===== src/rtl/board_input_iface_pkg.sv =====
// Shared constants and helpers for the board switch/key input interface.
// Ports: none (package).
package board_input_iface_pkg;

  localparam int SW_W     = 10;
  localparam int BYTE_W   = 8;
  localparam int LED_W    = 9;
  localparam int MODE_BIT = 9;

  typedef enum logic {
    MODE_CTRL = 1'b0,
    MODE_DATA = 1'b1
  } mode_e;

  function automatic int clog2(input int v);
    int r;
    int x;
    r = 0;
    x = v - 1;
    while (x > 0) begin
      r++;
      x = x >> 1;
    end
    return r;
  endfunction

  function automatic int lane_w(input int lanes);
    return (clog2(lanes) < 1) ? 1 : clog2(lanes);
  endfunction

endpackage


===== src/rtl/board_input_iface_if.sv =====
// Bundle of raw board inputs and captured outputs of board_input_iface.
// Ports: master drives keys/switches, slave (the block) drives the rest.
interface board_input_iface_if
  import board_input_iface_pkg::*;
#(
  parameter int DATA_W = 16,
  parameter int CTRL_W = 9
);

  localparam int LANE_W = lane_w(DATA_W / BYTE_W);

  logic              key_step_n;
  logic              key_lane_n;
  logic [SW_W-1:0]   sw;
  logic              step_pulse;
  logic [DATA_W-1:0] datapath_in;
  logic [CTRL_W-1:0] ctrl;
  logic [LANE_W-1:0] lane;
  logic [LED_W-1:0]  ledr;

  modport master (
    output key_step_n, key_lane_n, sw,
    input  step_pulse, datapath_in, ctrl, lane, ledr
  );

  modport slave (
    input  key_step_n, key_lane_n, sw,
    output step_pulse, datapath_in, ctrl, lane, ledr
  );

endinterface


===== src/rtl/board_input_iface_key_debounce.sv =====
// Active-low key synchroniser + debouncer emitting one pulse per press.
// Ports: clk, rst_n, key_n (raw), press (registered 1-cycle pulse).
module key_debounce
  import board_input_iface_pkg::*;
#(
  parameter int DEBOUNCE_CYC = 500000
) (
  input  logic clk,
  input  logic rst_n,
  input  logic key_n,
  output logic press
);

  localparam int CNT_W = clog2(DEBOUNCE_CYC);
  localparam logic [CNT_W-1:0] CNT_LAST = CNT_W'(DEBOUNCE_CYC - 1);

  logic             meta;
  logic             sync;
  logic             stable;
  logic [CNT_W-1:0] cnt;

  always_ff @(posedge clk or negedge rst_n) begin
    if (!rst_n) begin
      meta   <= 1'b1;
      sync   <= 1'b1;
      stable <= 1'b1;
      cnt    <= '0;
      press  <= 1'b0;
    end else begin
      meta  <= key_n;
      sync  <= meta;
      press <= 1'b0;
      if (sync == stable) begin
        cnt <= '0;
      end else if (cnt == CNT_LAST) begin
        stable <= sync;
        cnt    <= '0;
        // pulse coincides with the first cycle stable reads 0
        press  <= ~sync;
      end else begin
        cnt <= cnt + CNT_W'(1);
      end
    end
  end

endmodule


===== src/rtl/board_input_iface.sv =====
// Debounced key/switch capture into datapath byte lanes or control reg.
// Ports: clk, rst_n, bus (slave: keys, sw in; pulses, regs, leds out).
module board_input_iface
  import board_input_iface_pkg::*;
#(
  parameter int DATA_W       = 16,
  parameter int CTRL_W       = 9,
  parameter int DEBOUNCE_CYC = 500000
) (
  input logic                clk,
  input logic                rst_n,
  board_input_iface_if.slave bus
);

  localparam int NUM_LANES = DATA_W / BYTE_W;
  localparam int LANE_W    = lane_w(NUM_LANES);

  logic [SW_W-1:0]   sw_meta;
  logic [SW_W-1:0]   sw_sync;
  logic              step_pulse;
  logic              lane_pulse;
  logic              data_mode;
  logic [DATA_W-1:0] data_q;
  logic [CTRL_W-1:0] ctrl_q;
  logic [LANE_W-1:0] lane_q;
  logic [BYTE_W-1:0] lane_byte;
  logic [LED_W-1:0]  ledr;

  key_debounce #(
    .DEBOUNCE_CYC(DEBOUNCE_CYC)
  ) u_step (
    .clk  (clk),
    .rst_n(rst_n),
    .key_n(bus.key_step_n),
    .press(step_pulse)
  );

  key_debounce #(
    .DEBOUNCE_CYC(DEBOUNCE_CYC)
  ) u_lane (
    .clk  (clk),
    .rst_n(rst_n),
    .key_n(bus.key_lane_n),
    .press(lane_pulse)
  );

  always_ff @(posedge clk or negedge rst_n) begin
    if (!rst_n) begin
      sw_meta <= '0;
      sw_sync <= '0;
    end else begin
      sw_meta <= bus.sw;
      sw_sync <= sw_meta;
    end
  end

  assign data_mode = (sw_sync[MODE_BIT] == MODE_DATA);

  // capture uses the pre-edge lane, so a same-cycle lane
  // press takes effect only for the next capture
  always_ff @(posedge clk or negedge rst_n) begin
    if (!rst_n) begin
      data_q <= '0;
      ctrl_q <= '0;
      lane_q <= '0;
    end else begin
      if (step_pulse) begin
        if (data_mode) begin
          for (int i = 0; i < NUM_LANES; i++) begin
            if (lane_q == LANE_W'(i)) begin
              data_q[i*BYTE_W +: BYTE_W] <= sw_sync[BYTE_W-1:0];
            end
          end
        end else begin
          ctrl_q <= sw_sync[CTRL_W-1:0];
        end
      end
      if (lane_pulse) begin
        if (lane_q == LANE_W'(NUM_LANES - 1)) begin
          lane_q <= '0;
        end else begin
          lane_q <= lane_q + LANE_W'(1);
        end
      end
    end
  end

  always_comb begin
    lane_byte = '0;
    for (int i = 0; i < NUM_LANES; i++) begin
      if (lane_q == LANE_W'(i)) begin
        lane_byte = data_q[i*BYTE_W +: BYTE_W];
      end
    end
  end

  always_comb begin
    ledr = '0;
    if (data_mode) begin
      ledr[BYTE_W-1:0] = lane_byte;
    end else begin
      ledr[CTRL_W-1:0] = ctrl_q;
    end
  end

  assign bus.step_pulse  = step_pulse;
  assign bus.datapath_in = data_q;
  assign bus.ctrl        = ctrl_q;
  assign bus.lane        = lane_q;
  assign bus.ledr        = ledr;

endmodule

===== src/flat_wrapper.sv =====
// flat-port wrapper written by rule: the top's interface ports become plain ports
module board_input_iface_flat import board_input_iface_pkg::*;
#(
  parameter int DATA_W       = 16,
  parameter int CTRL_W       = 9,
  parameter int DEBOUNCE_CYC = 500000
)
  (clk, rst_n, bus_key_step_n, bus_key_lane_n, bus_sw, bus_step_pulse, bus_datapath_in, bus_ctrl, bus_lane, bus_ledr);
  board_input_iface_if #(.DATA_W(DATA_W), .CTRL_W(CTRL_W)) bus_i ();
  input logic clk;
  input logic rst_n;
  input wire logic [$bits(bus_i.key_step_n)-1:0] bus_key_step_n;
  input wire logic [$bits(bus_i.key_lane_n)-1:0] bus_key_lane_n;
  input wire logic [$bits(bus_i.sw)-1:0] bus_sw;
  output wire logic [$bits(bus_i.step_pulse)-1:0] bus_step_pulse;
  output wire logic [$bits(bus_i.datapath_in)-1:0] bus_datapath_in;
  output wire logic [$bits(bus_i.ctrl)-1:0] bus_ctrl;
  output wire logic [$bits(bus_i.lane)-1:0] bus_lane;
  output wire logic [$bits(bus_i.ledr)-1:0] bus_ledr;
  assign bus_i.key_step_n = bus_key_step_n;
  assign bus_i.key_lane_n = bus_key_lane_n;
  assign bus_i.sw = bus_sw;
  assign bus_step_pulse = bus_i.step_pulse;
  assign bus_datapath_in = bus_i.datapath_in;
  assign bus_ctrl = bus_i.ctrl;
  assign bus_lane = bus_i.lane;
  assign bus_ledr = bus_i.ledr;
  board_input_iface #(.DATA_W(DATA_W), .CTRL_W(CTRL_W), .DEBOUNCE_CYC(DEBOUNCE_CYC)) u_core (.clk(clk), .rst_n(rst_n), .bus(bus_i));
endmodule

===== config.mk =====
export PLATFORM = sky130hd
export DESIGN_NAME = board_input_iface_flat
export DESIGN_NICKNAME = d
export VERILOG_FILES = /design/src/rtl/board_input_iface_pkg.sv /design/src/rtl/board_input_iface_if.sv /design/src/rtl/board_input_iface_key_debounce.sv /design/src/rtl/board_input_iface.sv /design/src/flat_wrapper.sv
export SDC_FILE = /design/constraint.sdc
export NUM_CORES = 1
export LEC_CHECK = 0
export ABC_AREA = 1
export ABC_CLOCK_PERIOD_IN_PS = 1230
export BUFFER_PORTS_ARGS = -buffer_cell sky130_fd_sc_hd__buf_2
export CORE_ASPECT_RATIO = 0.5
export CORE_UTILIZATION = 35
export CTS_CLUSTER_DIAMETER = 100
export CTS_CLUSTER_SIZE = 8
export DETAILED_ROUTE_END_ITERATION = 8
export GPL_TIMING_DRIVEN = 0
export MAX_ROUTING_LAYER = met4
export SYNTH_ARGS = -nofsm -noshare
export SYNTH_HDL_FRONTEND = slang
export SYNTH_SLANG_ARGS = --single-unit

===== constraint.sdc =====
create_clock -name clk -period 1.23 [get_ports clk]
set_clock_uncertainty 0.1 [all_clocks]
set_input_delay 0.123 -clock clk [delete_from_list [all_inputs] [get_ports clk]]
set_output_delay 0.123 -clock clk [all_outputs]
set_load 0.1 [all_outputs]

==> results_dict.tcl <==
set metrics [dict create \
    path_cells "inv_4 > nor2_1 > o21ai_4 > buf_12" \
    ys_types 29 \
    final_cell_mix "78 x nand2_1, 67 x nor2_1, 49 x inv_1" \
    p_per_area_nw_per_um2 909 \
    max-cap-violations 0 \
    die_height_um 79.9 \
    end_kind "primary output" \
    cts_tree "done" \
    area_growth_pct 63.4 \
    nNetsFinal 649 \
    antenna_found_initial 0 \
    setup_slack_ns -0.449 \
    grt_pass1_wl_um 18700 \
    finalNonFillerCells 797 \
    clock-sinks 92 \
    synth_area_um2 4240 \
    rsz0062_at_grt "true" \
    root_buffer "clkbuf_16" \
    grt_max_degree 57 \
    p_seq_frac 0.497 \
    min_period_ns 1.68 \
    p_leak_uw 0.00294 \
    ys_seq_area_frac 0.544 \
    rr_startpoint "u_core.u_step.cnt[0]" \
    drive_gt1_frac 0.497 \
    cp_slowest_stage_delay_ns 0.51 \
    worst_ep_required_time_ns 1.01 \
    first_pass_iters 5 \
    p_int_uw 4900 \
    slowest_stage "dfrtp_4" \
    cp_num_buf_inv 2 \
    drt.antenna.violating_nets 0 \
    die_area_um2 12600 \
    grt.total_usage 0.200 \
    fin_hold_ws_ns 0.203 \
    dp_hpwl_um 6990 \
    vias_per_cell 4.87 \
    synth_seq_cells 92 \
    avgSynthCellArea_um2 8.21 \
    critPathArrivalTime_ns 1.46 \
    reg2reg_slack_ns -0.27 \
    syn_inst 517 \
    ir_worst_vdd_v 0.000692 \
    yosys_warnings 0 \
    design_area_um2 6930 \
    pwr-share-comb 0.060 \
    slew_headroom 0.653 \
    routabilityCongestion 0.869 \
    crit_type "reg -> out" \
    hold_viol 0 \
    grt_overflow_total 0 \
    antenna_cells 0 \
    routedWlPerCell_um 14.9 \
    clk_pin_slew_worst_paths_ns 0.06 \
    period_share 1.36 \
    initial_core_util 0.373 \
    placed_cells 726 \
    io_buffers 49 \
    power_switching_share 0.222 \
    cpLargestDelayFamily "flip-flops" \
    setup.worst_path.start_class "flop" \
    coreArea_um2 11400 \
    outcome "complete, but fails checks" \
    dieWidth_um 158 \
    p_sw_uw 1400 \
    clkPwrFrac 0.443 \
    wl_um 11900 \
    clkLatencyLatePin_ns 0.34 \
    synth.net_count 533 \
    violations "setup timing" \
    cts_max_level 3 \
    fin_total_pwr_uw 6300 \
    first_global_vias 3844 \
    io_pins 50 \
    placed_area_um2 5030 \
    reg2reg_to "u_core.u_step.cnt[18]" \
    setup_violations 77 \
    final_common_cell "nand2_1" \
    cp_max_fo 9 \
    clockBufferDepth 2 \
    hp-class "in -> async" \
    max_freq_ghz 0.596 \
    drtIter0Drc 270 \
    slew_viol_final 0 \
    post-place-ws_ns -0.439 \
    cts_buffers 9 \
    num_vias 3879 \
    rows 27 \
    tightestPinTransition_ns 0.521 \
    drc 0 \
    ff2ff_path_depth 8 \
]
[power by group through the flow]
stage                     logic, uW  clock network [uW]  registers (uW)
after detailed placement        203                   0            3170
final                           379                2790            3130
after floorplan                81.4                   0            3170
after global routing            417                2980            3130
after CTS                       315                2880            3130
after global placement          188                   0            3170
[worst max path at each step]
stage / cells after the start / from / end / slack [ns]
2_1_floorplan: 3 / u_core.bus.lane / bus_ledr[0] / -0.46
3_3_place_gp: 1 / rst_n / u_core.u_step.press / -1.28
3_5_place_dp: 4 / u_core.sw_sync[9] / bus_ledr[2] / -0.44
4_1_cts: 4 / u_core.bus.lane / bus_ledr[0] / -0.45
5_1_grt: 4 / u_core.bus.lane / bus_ledr[3] / -0.50
6_report: 4 / u_core.bus.lane / bus_ledr[3] / -0.45
[routing by layer]
metal | vias to the layer above | wire, um | track usage
li1 | 1872 | - | -
met1 | 1887 | 5080 | 0.242
met2 | 105 | 6110 | 0.343
met3 | 15 | 594 | 0.0451
met4 | 0 | 106 | 0.0456
met5 | - | 0 | -
[final cells by class]
cell class	instances	area, um^2
Timing Repair Buffer	105	1180
Clock buffer	11	243
Tap cell	159	199
Buffer	11	143
Clock inverter	5	62.6
Multi-Input combinational cell	352	2490
Inverter	62	248
Fill cell	885	4450
Sequential cell	92	2370
[through the flow]
stage	util	setup TNS, ns
final	0.609	-13.13
after detailed placement	0.442	-16.96
after global routing	0.609	-17.83
after floorplan	-	-9.21
after CTS	0.567	-11.76
after global placement	0.439	-107.17
[state kept, by name, summed over array words and instances (netlist names)]
register / flops
u_core.u_lane.cnt: 19
u_core.u_step.cnt: 19
u_core.bus.datapath_in: 16
u_core.sw_meta: 10
u_core.sw_sync: 10
u_core.bus.ctrl: 9
u_core.bus.lane: 1
u_core.u_lane.meta: 1
u_core.u_lane.press: 1
u_core.u_lane.stable: 1
u_core.u_lane.sync: 1
u_core.u_step.meta: 1
u_core.u_step.press: 1
u_core.u_step.stable: 1
u_core.u_step.sync: 1
[repair_timing]
item | CTS | global route
resized for setup | 213 | 104
hold buffers | 13 | 0
pin swaps | 37 | 31
endpoints found under the setup margin | 102 | 86
setup buffers | 27 | 17
cloned | 1 | 1
hold endpoints to repair | 46 | 0
[logic make-up (layout without fill, tap and decap cells)]
group / count (synthesis) / after routing / share of synthesized area
AOI/OAI and AO/OA: 55 / 55 / 0.0657
xor gates and xnor gates: 15 / 15 / 0.0327
adders and majority gates: 2 / 2 / 0.00590
buffers and inverters: 73 / 194 / 0.0672
DFF: 92 / 92 / 0.544
and+or+nand+nor: 280 / 280 / 0.284
[cell usage after synthesis (all sizes together)]
| cell | count | share of area |
|---|---|---|
| dfrtp | 86 | 0.51 |
| dfstp | 6 | 0.037 |
| and2 | 1 | 0.0015 |
| o21ai | 45 | 0.053 |
| nor2 | 111 | 0.11 |
| nor3b | 1 | 0.0018 |
| xnor2 | 4 | 0.0083 |
| nand4 | 11 | 0.016 |
| a21oi | 8 | 0.0094 |
| nand3 | 31 | 0.038 |
| ha | 2 | 0.0059 |
| and3 | 1 | 0.0015 |
| a31oi | 1 | 0.0015 |
| nand3b | 1 | 0.0018 |
| clkbuf | 3 | 0.0029 |
| inv | 62 | 0.055 |
| o21bai | 1 | 0.0018 |
| xor2 | 11 | 0.024 |
| nor3 | 13 | 0.015 |
| nand2 | 110 | 0.10 |
| buf | 8 | 0.0094 |
No activity file was read; power rests on OpenSTA's default activity.
